<file path="config.mk">
export PLATFORM = sky130hd
export DESIGN_NAME = video_frame_probe_flat
export DESIGN_NICKNAME = d
export VERILOG_FILES = /design/src/rtl/video_frame_probe_if.sv /design/src/rtl/video_frame_probe.sv /design/src/flat_wrapper.sv
export SDC_FILE = /design/constraint.sdc
export NUM_CORES = 1
export LEC_CHECK = 0
export ABC_AREA = 1
export BUFFER_PORTS_ARGS = -buffer_cell sky130_fd_sc_hd__buf_2
export CAP_MARGIN = 20
export CELL_PAD_IN_SITES_DETAIL_PLACEMENT = 1
export CELL_PAD_IN_SITES_GLOBAL_PLACEMENT = 1
export CORE_MARGIN = 5
export CORE_UTILIZATION = 42
export DETAILED_ROUTE_END_ITERATION = 8
export HOLD_SLACK_MARGIN = 0.06
export PLACE_DENSITY = 0.77
export SLEW_MARGIN = 20
export SYNTH_ARGS = -nofsm -noshare
export SYNTH_HDL_FRONTEND = slang
export SYNTH_SLANG_ARGS = --single-unit
</file>
<file path="constraint.sdc">
create_clock -name clk_i -period 6.1 [get_ports clk_i]
set_input_delay 0.305 -clock clk_i [delete_from_list [all_inputs] [get_ports clk_i]]
set_output_delay 0.305 -clock clk_i [all_outputs]
set_load 0.005 [all_outputs]
</file>
<file path="src/rtl/video_frame_probe_if.sv">
// Pixel stream, probe control and published-result bundle between the
// composite RGB path and the frame probe.
interface video_frame_probe_if;
   logic            enable_i;
   logic [10:0]     screen_x_i;
   logic [9:0]      screen_y_i;
   logic [7:0]      r_i;
   logic [7:0]      g_i;
   logic [7:0]      b_i;
   logic [10:0]     probe_x_i;
   logic [9:0]      probe_y_i;
   logic            arm_i;
   logic            free_run_i;
   logic            busy_o;
   logic            done_o;
   logic [7:0][7:0] hex_values_o;
   logic [7:0]      status_bits_o;

   modport master (
      output enable_i, screen_x_i, screen_y_i, r_i, g_i, b_i,
             probe_x_i, probe_y_i, arm_i, free_run_i,
      input  busy_o, done_o, hex_values_o, status_bits_o
   );

   modport slave (
      input  enable_i, screen_x_i, screen_y_i, r_i, g_i, b_i,
             probe_x_i, probe_y_i, arm_i, free_run_i,
      output busy_o, done_o, hex_values_o, status_bits_o
   );
endinterface

</file>
<file path="src/rtl/video_frame_probe.sv">
// Once-per-frame probe of the composited RGB stream: probe pixel, window
// checksum and peak green, published as frame-stable bytes for the overlay.
module video_frame_probe #(
   parameter int WIN_W         = 16,
   parameter int WIN_H         = 8,
   parameter int NUM_HEX_BYTES = 8
) (
   input logic                clk_i,
   input logic                reset_i,
   video_frame_probe_if.slave bus
);
   typedef enum logic [1:0] {S_IDLE, S_ARMED, S_CAPTURE} state_e;

   state_e state_q, state_d;
   logic   origin, origin_q, fs;
   logic   start, accum, publish;

   logic [10:0] px_q, px_d;
   logic [9:0]  py_q, py_d;
   logic        fr_q, fr_d;
   logic        hit_q, hit_d;
   logic [7:0]  pr_q, pr_d, pg_q, pg_d, pb_q, pb_d;
   logic [7:0]  gmax_q, gmax_d;
   logic [15:0] sum_q, sum_d;
   logic [15:0] wcount_q, wcount_d;
   logic        in_win, hit_now;

   logic [7:0]                    fcount_q, fcount_d;
   logic [NUM_HEX_BYTES-1:0][7:0] hex_q, hex_d;
   logic [7:0]                    status_q, status_d;
   logic                          done_q, busy_q;

   // Frame start is the rising edge of "at origin", so a parked (0,0) only fires once.
   assign origin = (bus.screen_x_i == 11'd0) && (bus.screen_y_i == 10'd0);
   assign fs     = origin && !origin_q;

   always_comb begin
      state_d = state_q;
      start   = 1'b0;
      accum   = 1'b0;
      publish = 1'b0;
      if (!bus.enable_i) begin
         state_d = S_IDLE;
      end else begin
         case (state_q)
            S_IDLE:    if (bus.arm_i || bus.free_run_i) state_d = S_ARMED;
            S_ARMED:   if (fs) begin
                          state_d = S_CAPTURE;
                          start   = 1'b1;
                       end
            S_CAPTURE: if (fs) begin
                          publish = 1'b1;
                          if (bus.free_run_i) start = 1'b1;
                          else                state_d = S_IDLE;
                       end else begin
                          accum = 1'b1;
                       end
            default:   state_d = S_IDLE;
         endcase
      end
   end

   // The restart cycle judges window/hit against the freshly sampled origin.
   assign px_d    = start ? bus.probe_x_i : px_q;
   assign py_d    = start ? bus.probe_y_i : py_q;
   assign hit_now = (bus.screen_x_i == px_d) && (bus.screen_y_i == py_d);
   assign in_win  = (bus.screen_x_i >= px_d) &&
                    ({1'b0, bus.screen_x_i} < ({1'b0, px_d} + 12'(WIN_W))) &&
                    (bus.screen_y_i >= py_d) &&
                    ({1'b0, bus.screen_y_i} < ({1'b0, py_d} + 11'(WIN_H)));

   always_comb begin
      hit_d    = hit_q;
      pr_d     = pr_q;
      pg_d     = pg_q;
      pb_d     = pb_q;
      sum_d    = sum_q;
      gmax_d   = gmax_q;
      wcount_d = wcount_q;
      fr_d     = fr_q;
      if (start) begin
         hit_d    = 1'b0;
         pr_d     = 8'h00;
         pg_d     = 8'h00;
         pb_d     = 8'h00;
         sum_d    = 16'h0000;
         gmax_d   = 8'h00;
         wcount_d = 16'h0000;
         fr_d     = bus.free_run_i;
      end
      if (start || accum) begin
         if (hit_now) begin
            hit_d = 1'b1;
            pr_d  = bus.r_i;
            pg_d  = bus.g_i;
            pb_d  = bus.b_i;
         end
         if (in_win) begin
            sum_d = sum_d + {bus.r_i ^ bus.b_i, bus.g_i};
            if (bus.g_i > gmax_d) gmax_d = bus.g_i;
            if (wcount_d != 16'hFFFF) wcount_d = wcount_d + 16'd1;
         end
      end
   end

   always_comb begin
      fcount_d = fcount_q + 8'd1;
      hex_d[0] = hit_q ? pr_q : 8'h00;
      hex_d[1] = hit_q ? pg_q : 8'h00;
      hex_d[2] = hit_q ? pb_q : 8'h00;
      hex_d[3] = sum_q[15:8];
      hex_d[4] = sum_q[7:0];
      hex_d[5] = gmax_q;
      hex_d[6] = fcount_d;
      hex_d[7] = wcount_q[7:0];
      status_d = {~hit_q, (wcount_q == 16'h0000), (wcount_q == 16'hFFFF), fr_q, 4'b0000};
   end

   always_ff @(posedge clk_i or posedge reset_i) begin
      if (reset_i) begin
         state_q  <= S_IDLE;
         origin_q <= 1'b0;
         px_q     <= '0;
         py_q     <= '0;
         fr_q     <= 1'b0;
         hit_q    <= 1'b0;
         pr_q     <= '0;
         pg_q     <= '0;
         pb_q     <= '0;
         sum_q    <= '0;
         gmax_q   <= '0;
         wcount_q <= '0;
      end else begin
         state_q  <= state_d;
         origin_q <= origin;
         px_q     <= px_d;
         py_q     <= py_d;
         fr_q     <= fr_d;
         hit_q    <= hit_d;
         pr_q     <= pr_d;
         pg_q     <= pg_d;
         pb_q     <= pb_d;
         sum_q    <= sum_d;
         gmax_q   <= gmax_d;
         wcount_q <= wcount_d;
      end
   end

   always_ff @(posedge clk_i or posedge reset_i) begin
      if (reset_i) begin
         fcount_q <= '0;
         hex_q    <= '0;
         status_q <= '0;
         done_q   <= 1'b0;
         busy_q   <= 1'b0;
      end else begin
         done_q <= publish;
         busy_q <= (state_d != S_IDLE);
         if (publish) begin
            fcount_q <= fcount_d;
            hex_q    <= hex_d;
            status_q <= status_d;
         end
      end
   end

   assign bus.busy_o        = busy_q;
   assign bus.done_o        = done_q;
   assign bus.hex_values_o  = hex_q;
   assign bus.status_bits_o = status_q;
endmodule
</file>
<file path="src/flat_wrapper.sv">
// flat-port wrapper written by rule: the top's interface ports become plain ports
module video_frame_probe_flat 
#(
   parameter int WIN_W         = 16,
   parameter int WIN_H         = 8,
   parameter int NUM_HEX_BYTES = 8
)
  (clk_i, reset_i, bus_enable_i, bus_screen_x_i, bus_screen_y_i, bus_r_i, bus_g_i, bus_b_i, bus_probe_x_i, bus_probe_y_i, bus_arm_i, bus_free_run_i, bus_busy_o, bus_done_o, bus_hex_values_o, bus_status_bits_o);
  video_frame_probe_if bus_i ();
  input logic clk_i;
  input logic reset_i;
  input wire logic [$bits(bus_i.enable_i)-1:0] bus_enable_i;
  input wire logic [$bits(bus_i.screen_x_i)-1:0] bus_screen_x_i;
  input wire logic [$bits(bus_i.screen_y_i)-1:0] bus_screen_y_i;
  input wire logic [$bits(bus_i.r_i)-1:0] bus_r_i;
  input wire logic [$bits(bus_i.g_i)-1:0] bus_g_i;
  input wire logic [$bits(bus_i.b_i)-1:0] bus_b_i;
  input wire logic [$bits(bus_i.probe_x_i)-1:0] bus_probe_x_i;
  input wire logic [$bits(bus_i.probe_y_i)-1:0] bus_probe_y_i;
  input wire logic [$bits(bus_i.arm_i)-1:0] bus_arm_i;
  input wire logic [$bits(bus_i.free_run_i)-1:0] bus_free_run_i;
  output wire logic [$bits(bus_i.busy_o)-1:0] bus_busy_o;
  output wire logic [$bits(bus_i.done_o)-1:0] bus_done_o;
  output wire logic [$bits(bus_i.hex_values_o)-1:0] bus_hex_values_o;
  output wire logic [$bits(bus_i.status_bits_o)-1:0] bus_status_bits_o;
  assign bus_i.enable_i = bus_enable_i;
  assign bus_i.screen_x_i = bus_screen_x_i;
  assign bus_i.screen_y_i = bus_screen_y_i;
  assign bus_i.r_i = bus_r_i;
  assign bus_i.g_i = bus_g_i;
  assign bus_i.b_i = bus_b_i;
  assign bus_i.probe_x_i = bus_probe_x_i;
  assign bus_i.probe_y_i = bus_probe_y_i;
  assign bus_i.arm_i = bus_arm_i;
  assign bus_i.free_run_i = bus_free_run_i;
  assign bus_busy_o = bus_i.busy_o;
  assign bus_done_o = bus_i.done_o;
  assign bus_hex_values_o = bus_i.hex_values_o;
  assign bus_status_bits_o = bus_i.status_bits_o;
  video_frame_probe #(.WIN_W(WIN_W), .WIN_H(WIN_H), .NUM_HEX_BYTES(NUM_HEX_BYTES)) u_core (.clk_i(clk_i), .reset_i(reset_i), .bus(bus_i));
endmodule
</file>
## After elaboration in Yosys (flattened, before gate mapping)

Index checks and enable logic that the tools add are counted.

| storage, ports and cells | value |
|---|---|
| register bits | 160 |
| latch bits | 0 |
| RAM bits | 0 |
| memory bits (read-only) | 0 |
| input bits | 71 |
| output and inout bits | 74 |
| word-level logic and storage cells | 99 |
| memories | 0 |

| operators by class | value |
|---|---|
| add/sub/neg operators | 5 |
| multipliers | 0 |
| div/mod/pow operators | 0 |
| magnitude comparators | 5 |
| eq/ne operators | 6 |
| shifts and indexed selects | 0 |
| mux-type cells | 44 |
| bitwise logic cells | 2 |
| reduce and logical (&&, ||, !) cells | 14 |

Operator list:

| operator | number |
|---|---|
| $mux W8 | 16 |
| $mux W16 | 7 |
| $add A16 B1 Y16 const B | 1 |
| $add A16 B16 Y16 | 1 |
| $eq A16 B16 Y1 const B | 1 |
| $logic_not A16 Y1 | 1 |
| $ne A16 B16 Y1 const B | 1 |
| $add A11 B5 Y12 const B | 1 |
| $lt A11 B12 Y1 | 1 |
| $mux W1 | 12 |
| $add A10 B4 Y11 const B | 1 |
| $eq A11 B11 Y1 | 1 |
| $ge A11 B11 Y1 | 1 |
| $logic_not A11 Y1 | 1 |
| $lt A10 B11 Y1 | 1 |
| $mux W11 | 1 |
| $eq A10 B10 Y1 | 1 |
| $ge A10 B10 Y1 | 1 |
| $logic_not A10 Y1 | 1 |
| $mux W10 | 1 |
| $mux W2 | 5 |
| $add A8 B1 Y8 const B | 1 |
| $gt A8 B8 Y1 | 1 |
| $xor A8 B8 Y8 | 1 |
| 10 further kinds | 16 |

## Longest topological paths before layout

Gate-level depths: netlist of the first run.

| depth | value |
|---|---|
| depth after elaboration | 14 |
| gate-level depth with buffers | 29 |
| depth with buffers taken out | 26 |

## Worst setup path after synthesis of the first run

OpenSTA, ideal clock, no wires.

| path | value |
|---|---|
| path type | flip-flop to flip-flop |
| start point | register u_core.state_q[0] |
| end point | register u_core.gmax_q[0] |
| library setup time | 0.117 ns |
| arrival | 3.672 ns |
| required time | 5.983 ns |
| slack | 2.311 ns |
| stages on the path, launching flop included | 27 |
| buffers on the path | 3 |
| period minus slack after synthesis | 3.789 ns |
| cells stage by stage | dfrtp_1 -> inv_1 -> ha_1 -> nand2_1 -> nor2_1 -> nand3_2 -> inv_1 -> clkbuf_1 -> clkbuf_1 -> nor2_1 -> nor2_1 -> inv_1 -> ha_1 -> a21oi_1 -> o21ai_0 -> a21oi_1 -> o21ai_0 -> nand3_1 -> nand2_1 -> a21o_1 -> nand2_2 -> nand4_4 -> inv_2 -> nand2_1 -> buf_2 -> nor2_1 -> nor2_1 |

| between the ends | value |
|---|---|
| word-level cells in the longest chain between the ends | 11 |
| elaborated cells on any way between the ends | 23 |
| those cells by class | 2 x add/sub; 5 x order compare; 2 x eq/ne; 10 x mux; 4 x reduce/logical |

Ends and longest elaborated chain:

| item | RTL line | text |
|---|---|---|
| from (decl) | video_frame_probe.sv:14 | `state_e state_q, state_d;` |
| from (signal assigned) | video_frame_probe.sv:134 | `state_q <= state_d;` |
| $eq A2 B2 Y1 / $eq A2 B1 Y1 (equally long branches) | video_frame_probe.sv:45 | `case (state_q)` |
| $pmux W1 S2 (*) | video_frame_probe.sv:45 |  |
| $mux W1 (*) | video_frame_probe.sv:42 | `if (!bus.enable_i) begin` |
| $mux W11 (*) | video_frame_probe.sv:64 | `assign px_d = start ? bus.probe_x_i : px_q;` |
| net u_core.px_d[2] | video_frame_probe.sv:18 | `logic [10:0] px_q, px_d;` |
| $add A11 B5 Y12 | video_frame_probe.sv:68 | `({1'b0, bus.screen_x_i} < ({1'b0, px_d} + 12'(WIN_W))) &&` |
| $lt A11 B12 Y1 | video_frame_probe.sv:68 |  |
| $logic_and A1 B1 Y1 (*) | video_frame_probe.sv:67 | `assign in_win = (bus.screen_x_i >= px_d) &&` |
| $logic_and A1 B1 Y1 (*) | video_frame_probe.sv:68 |  |
| $logic_and A1 B1 Y1 (*) | video_frame_probe.sv:69 | `(bus.screen_y_i >= py_d) &&` |
| $mux W8 (*) | video_frame_probe.sv:98 | `if (in_win) begin` |
| $mux W8 (*) | video_frame_probe.sv:91 | `if (start \|\| accum) begin` |
| net u_core.gmax_d[0] | video_frame_probe.sv:23 | `logic [7:0] gmax_q, gmax_d;` |
| to (signal assigned) | video_frame_probe.sv:144 | `gmax_q <= gmax_d;` |
| to (decl) | video_frame_probe.sv:23 |  |

The timed path passes the listed nets; every way through them passes the cells marked *.
A chain may end at the register's enable or synchronous reset.

## Worst setup path after layout of the first run

| path | value |
|---|---|
| start point | register u_core.state_q[0] |
| end point | register u_core.sum_q[10] |

| between the ends | value |
|---|---|
| elaborated cells on any way between the ends | 22 |
| those cells by class | 3 x add/sub; 4 x order compare; 2 x eq/ne; 9 x mux; 4 x reduce/logical |

RTL lines:

| item | RTL line | text |
|---|---|---|
| $eq A2 B2 Y1 / $eq A2 B1 Y1 (equally long branches) | video_frame_probe.sv:45 |  |
| $pmux W1 S2 (*) | video_frame_probe.sv:45 |  |
| $mux W1 (*) | video_frame_probe.sv:42 |  |
| $mux W10 (*) | video_frame_probe.sv:65 | `assign py_d = start ? bus.probe_y_i : py_q;` |
| net u_core.py_d[7] | video_frame_probe.sv:19 | `logic [9:0] py_q, py_d;` |
| $add A10 B4 Y11 / $ge A10 B10 Y1 (equally long branches) | video_frame_probe.sv:70, video_frame_probe.sv:69 |  |
| $lt A10 B11 Y1 / $logic_and A1 B1 Y1 (equally long branches) | video_frame_probe.sv:70, video_frame_probe.sv:68 |  |
| $logic_and A1 B1 Y1 (*) | video_frame_probe.sv:69 |  |
| $mux W16 (*) | video_frame_probe.sv:98 |  |
| $mux W16 (*) | video_frame_probe.sv:91 |  |
| net u_core.sum_d[10] | video_frame_probe.sv:24 | `logic [15:0] sum_q, sum_d;` |
| to (signal assigned) | video_frame_probe.sv:143 | `sum_q <= sum_d;` |
| to (decl) | video_frame_probe.sv:24 |  |

Marked as above.

==> results of run 1 <==
==> power groups by stage <==
stage	clock (mW)	sequential [mW]	combinational [mW]
4_1_cts	1.10	1.06	0.179
3_5_place_dp	0	1.08	0.176
3_3_place_gp	0	1.08	0.173
5_1_grt	1.15	1.06	0.201
6_report	1.08	1.06	0.177
2_1_floorplan	0	1.08	0.105
==> cells by family after synthesis <==
logic type | Yosys count | share of synthesized area, %
flip-flops | 160 | 43.1
adder cells (fa/ha/maj) | 66 | 8.96
other | 1 | 0.0403
XOR/XNOR | 42 | 3.96
AO/OA/AOI/OAI | 191 | 11.5
multiplexers | 3 | 0.363
buffers and inverters | 198 | 8.52
AND/OR/NAND/NOR | 524 | 23.6
==> worst paths after layout <==
path                                                         start                                      end  slack, ns  cells past startpoint
max                                    u_core.state_q[0]$_DFF_PP0_               u_core.sum_q[10]$_DFF_PP0_       0.86                     21
min                                                        reset_i                 u_core.pb_q[0]$_DFF_PP0_       0.04                      2
max reg2reg                            u_core.state_q[0]$_DFF_PP0_               u_core.sum_q[10]$_DFF_PP0_       0.86                     21
min reg2reg                u_core.bus.hex_values_o[62]$_DFFE_PP0P_  u_core.bus.hex_values_o[62]$_DFFE_PP0P_       0.47                      2
max in group asynchronous                                  reset_i              u_core.bus.done_o$_DFF_PP0_       4.84                      3
min in group clk_i                                bus_probe_x_i[3]                 u_core.px_q[3]$_DFF_PP0_       0.10                      3
==> cell type report <==
cell class                 count  area share [%]
clock buffer                  17            3.94
timing repair buffer         146            6.94
clock inverter                15            1.51
tap                          280            3.24
multi-input combinational    830            41.8
sequential                   160            37.1
inverter                     157            5.50
==> critical path: stages, from the launching register on <==
cell	delay [ns]
dfrtp_1	0.43
inv_1	0.10
ha_1	0.22
a21oi_1	0.11
nor2_1	0.25
nand3_2	0.49
buf_4	0.44
o21ai_1	0.35
nand2_1	0.14
nor3_1	0.26
xor2_1	0.20
ha_1	0.27
a21oi_1	0.16
nand2_1	0.07
nand2_1	0.05
nand2_1	0.05
nand2_2	0.13
nand4_4	0.40
inv_2	0.39
nand2_1	0.33
nor2_1	0.19
nor2_1	0.07
==> state kept, by name (all words and copies together) (netlist names) <==
| signal | count |
|---|---|
| u_core.pb_q | 8 |
| u_core.gmax_q | 8 |
| u_core.fr_q | 1 |
| u_core.px_q | 11 |
| u_core.bus.status_bits_o | 4 |
| u_core.bus.done_o | 1 |
| u_core.state_q | 2 |
| u_core.wcount_q | 16 |
| u_core.pr_q | 8 |
| u_core.sum_q | 16 |
| u_core.py_q | 10 |
| u_core.bus.hex_values_o | 64 |
| u_core.bus.busy_o | 1 |
| u_core.origin_q | 1 |
| u_core.hit_q | 1 |
| u_core.pg_q | 8 |
==> cells in the final DEF (no fill, tap or decap), types with 3 or more instances in the layout <==
cell	n
nand2_1	325
dfrtp_1	160
inv_1	153
buf_2	140
o21ai_0	103
nor2_1	94
ha_1	65
nand3_1	45
a21oi_1	39
xor2_1	34
nand4_1	20
clkbuf_16	17
nor3_1	14
o211ai_1	11
o21ai_1	10
xnor2_1	8
o31ai_1	8
inv_8	7
o21a_1	5
nor4_1	5
buf_4	5
or2_2	4
nand3b_1	4
nor2_2	4
inv_6	4
conb_1	4
inv_2	3
o21bai_1	3
mux2_2	3
==> per-layer routing <==
layer / vias to the layer above / routed length, um
li1: 4055 / -
met5: - / 0
met2: 154 / 14200
met3: 25 / 1270
met1: 4131 / 12000
met4: 0 / 430
==> stage by stage <==
step	cells	instance area, um2
after global routing	1605	10800
after CTS	1605	10800
after floorplan	1188	9310
after detailed placement	1573	10200
final	1605	10800
after global placement	1573	10200
==> results.md, run 1 <==
- DRC: 0
- Worst hold path class: primary input to async pin
- Worst Tran Pin Value: between 0.8 and 0.9 ns
- M2 GR Usage: between 30 and 40%
- Setup tns final: 0 ns
- Storage element area: 4000 um2
- CP max FO: 27
- Placer Congestion: between 0.8 and 0.9
- IO buf count: 140
- Global route overflow: 0
- Largest net degree at the start of global routing: just under 90
- #FFs+latches synth: 160
- Pre-CTS WS: around 0.95 ns
- Synth Warn #: 0
- Clock share of power: 46.7%
- Required time of the critical path: roughly 6.4 ns
- Top cells by area, synth: dfrtp_1 43%, nand2_1 13%, ha_1 8.7%
- CTS tree: built
- EDFF count, synth: 0
- Die Y: between 150 and 200 um
- Layout Utilization: between 40% and 50%
- Mapped Avg Cell Area: 7.85 um2
- Total power draw: around 2.3 mW
- GRT met1 Usage: roughly 28%
- Seq/Total Area, Yosys: between 40% and 50%
- Vias in the first global route: approximately 9,000
- Final hold viol count: 0
- Routed WL: around 28 mm
- Min Hold Slack: between 0.04 and 0.05 ns
- Worst vdd ir: around 0.17 mV
- Post-CTS Setup Repair Bufs: 0
- Via/cell ratio: ~5.2
- Cts hold-fix bufs: 0
- Max Slew Vio Count: 0
- First-pass GRT wire length: 46.3 mm
- CP Class: flop to flop
- Area Overhead vs Synth: 16.2%
- CTS buffer count: 17
- Clock-pin slew on the worst setup and hold paths: ~0.08 ns
- Share of cells above drive strength 1: around 15%
- Root buf cell: clkbuf_16
- RSZ-0062 raised after global routing: false
- Sw frac: around 28%
- DP HPWL: 20.5 mm
- Internal Power: 1.68 mW
- Final Critical Period: approximately 5.2 ns
- PD cells: roughly 220 nW/um2
- Fmax: ~190 MHz
- Vias post-DR: between 8,000 and 9,000
- CP arrival: between 5 and 6 ns
- Area of the multi-input gates: 4510 um2
- CP Launch Type: flop
- Die Wd: about 160 um
- Gr usage total: ~22%
- Worst setup EP type: flop
- Post-Syn Area: between 9000 and 10,000 um2
- Setup-failing EPs final: 0
- Top Usage Layer GRT: met2
- Final nets: between 1,000 and 1,500
- DR iter-0 viols: between 400 and 500
- Slew Limit Headroom: between 40% and 50%
- P_leak: around 5.8 nW
- Boundary Pins: about 150
- Prevailing post-synth register cell: dfrtp_1
- Crit share post-route: around 86%
- Share of the synthesized area in the top cell type: a little over two fifths
- Router iterations before antenna repair: 4
- Core area: 21,800 um2
- Count of filler cells inserted in the layout: roughly 2,800
- Register share of total power: 45.7%
- Fraction of registers with async set/reset: between 90% and 100%
- Initial antenna violation count: 0
- Clock Skew: 0.0160 ns
- MaxCap Viol Count: 0
- Met3 Resource Use GR: about 4.3%
- CTS resizes: 0
- Comb pwr share: 7.6%
- Clock tree sinks: 160
- H-tree lvl count: 4
- Top cell type by total area after synthesis: dfrtp_1
- Netlist cell types: 47
- Final worst slack: 0.859 ns
- Post-route ant nets: 0
- Most instantiated cells after synthesis: 325 x nand2_1, 160 x dfrtp_1, 155 x inv_1
- P_sw: roughly 0.65 mW
- Detailed-route wire length per cell: ~17 um
- Run status: complete, no violations
- Die Area: between 20,000 and 30,000 um2
- Syn Inst Count: 1,185
- Standard-cell rows: 54
- Starting Density: a little over two fifths
- Clock Latency Late Sink: roughly 0.43 ns
- Top-count cell post-synth: nand2_1
- Clock Path Buffers: 2
- Number of diodes: 0
No activity file was read; power rests on OpenSTA's default activity.
==> run 2, diff against run 1 <==
BUFFER_PORTS_ARGS = unset   (was -buffer_cell sky130_fd_sc_hd__buf_2)
CORE_UTILIZATION = 47   (was 42)
DONT_BUFFER_PORTS = 1   (was unset)
==> run 2 against run 1 <==
Against the previous run:
- worst hold slack better by 0.030 ns
- first-iteration DRC count down 23%
- combinational power down 11%
- via count down 4.1%
- utilization up 4.3 points
- routed wire length up 0.10%
- critical path depth up 5
- highest routed layer unchanged
==> results.md, run 2 (same netlist as run 1, synthesis figures left out) <==
- Run status: complete, no violations
- Worst setup EP type: flop
- Die Y: ~150 um
- Vias in the first global route: approximately 9,000
- Post-route cell area: ~10,000 um2
- Global route overflow: 0
- Share of cells above drive strength 1: ~5.2%
- Crit share post-route: approximately 77%
- Area of placed instances: about 9500 um2
- Max Slew Vio Count: 0
- Gr usage total: between 20% and 30%
- Initial antenna violation count: 0
- Slew Limit Headroom: between 30% and 40%
- Number of diodes: 0
- DR iter-0 viols: 366
- Placed Cells incl. Taps: approximately 1,400
- CP max-delay cell: dfrtp_1
- Internal Power: 1.71 mW
- CP Class: flop to flop
- Max reg flops: 64
- Final nets: between 1,000 and 1,500
- Register share of total power: roughly 45%
- Detailed-route wire length per cell: ~19 um
- Required time of the critical path: around 6.4 ns
- Die Wd: 151 um
- CP Launch Type: flop
- CP arrival: 5.00 ns
- Root buf cell: clkbuf_16
- Core area: 19,500 um2
- Via/cell ratio: between 5 and 6
- Sw frac: roughly a quarter
- Commonest non-fill, non-tap cells in the layout: 325 x nand2_1, 160 x dfrtp_1, 153 x inv_1, 103 x o21ai_0, 94 x nor2_1
- Final hold viol count: 0
- Largest net degree at the start of global routing: just under 100
- Standard-cell rows: 51
- Clock Skew: roughly 0.011 ns
- Routed WL: 27.9 mm
- Clock Path Buffers: 2
- PD cells: 224 nW/um2
- RSZ-0062 raised after global routing: false
- P_leak: 5.32 nW
- DRC: 0
- Area Overhead vs Synth: 12.5%
- Final Critical Period: between 4 and 5 ns
- Setup tns final: 0 ns
- Vias post-DR: about 8,000
- Starting Density: a little under half
- Commonest non-fill, non-tap cell in the layout: nand2_1
- DP HPWL: between 15 and 20 mm
- Clock tree sinks: 160
- Post-route ant nets: 0
- Die Area: about 23,000 um2
- Crit-path max cell delay: ~0.42 ns
- Router iterations before antenna repair: 4
- Worst Tran Pin Value: between 0.9 and 1 ns
- Comb pwr share: roughly 6.7%
- Setup-failing EPs final: 0
- Clock Latency Late Sink: about 0.44 ns
- Placer Congestion: 0.855
- Crit path buf inv count: 5
- Delay-heaviest family, CP: simple AND/OR/NAND/NOR gates
- Boundary Pins: around 150
- IO buf count: 0
- CP max FO: 25
- First-pass GRT wire length: 45.6 mm
- H-tree lvl count: 4
- Clock-pin slew on the worst setup and hold paths: 0.07 ns
- Worst vdd ir: ~0.19 mV
- Clock share of power: roughly 48%
- Fin cells: between 1,000 and 1,500
- CTS tree: built
- MaxCap Viol Count: 0
- Fmax: ~210 MHz
- Worst hold path class: primary input to flop
- P_sw: around 0.62 mW
- CTS buffer count: 17
## run 2: cell count changes in the layout (fill, tap and decap cells not counted), moves of 2 or more
cell / delta
inv_6: +2
buf_4: +4
buf_2: -140
dlygate4sd3_1: +34
## run 2: path summary, 6_finish.rpt
check                                       startpoint                                      end  slack (ns)  cells after the start
max                        u_core.state_q[0]$_DFF_PP0_               u_core.gmax_q[0]$_DFF_PP0_        1.43                     26
min                                   bus_probe_x_i[2]                 u_core.px_q[2]$_DFF_PP0_        0.07                      2
max reg2reg                u_core.state_q[0]$_DFF_PP0_               u_core.gmax_q[0]$_DFF_PP0_        1.43                     26
min reg2reg                   u_core.px_q[1]$_DFF_PP0_                 u_core.px_q[1]$_DFF_PP0_        0.48                      2
max in group asynchronous                      reset_i                 u_core.pg_q[3]$_DFF_PP0_        4.15                      3
min in group asynchronous                      reset_i  u_core.bus.hex_values_o[16]$_DFFE_PP0P_        0.52                      2
## run 2: area by class of cell
type | count | area [um2]
multi-input cells | 830 | 4510
well taps | 265 | 332
inverters | 157 | 594
flip-flops and latches | 160 | 4000
clock buffers | 17 | 425
clock inverters | 15 | 183
fillers | 2408 | 9000
repair buffers | 43 | 408
## run 2: timing repair
action	in CTS	in global routing
setup buffers	0	0
endpoints found under the setup margin	0	0
hold endpoints to repair	134	0
gates resized for setup	0	0
hold buffers	34	0
## run 2: layer usage
layer,global-route usage [%],vias to the layer above,routed length (um)
met2,43.1,176,13400
met4,8.02,0,741
met5,0,-,0
li1,-,3854,-
met3,5.87,53,1420
met1,32.9,3936,12300
## run 2: power by group through the flow
stage          clock, mW  sequential [mW]  combinational (mW)
2_1_floorplan          0             1.08               0.105
5_1_grt             1.19             1.06               0.180
3_3_place_gp           0             1.08               0.131
4_1_cts             1.14             1.06               0.159
6_report            1.12             1.06               0.157
3_5_place_dp           0             1.08               0.136
## run 2: through the flow
| stage | setup slack [ns] | utilization [%] | hold slack [ns] | total power, mW |
|---|---|---|---|---|
| after CTS | 1.40 | 53.7 | 0.0646 | 2.36 |
| after floorplan | 1.48 | - | 0.415 | 1.19 |
| final | 1.43 | 53.7 | 0.0720 | 2.34 |
| after detailed placement | 1.43 | 48.9 | 0.417 | 1.22 |
| after global routing | 0.923 | 53.7 | 0.0646 | 2.43 |
| after global placement | 1.68 | 48.9 | 0.409 | 1.21 |
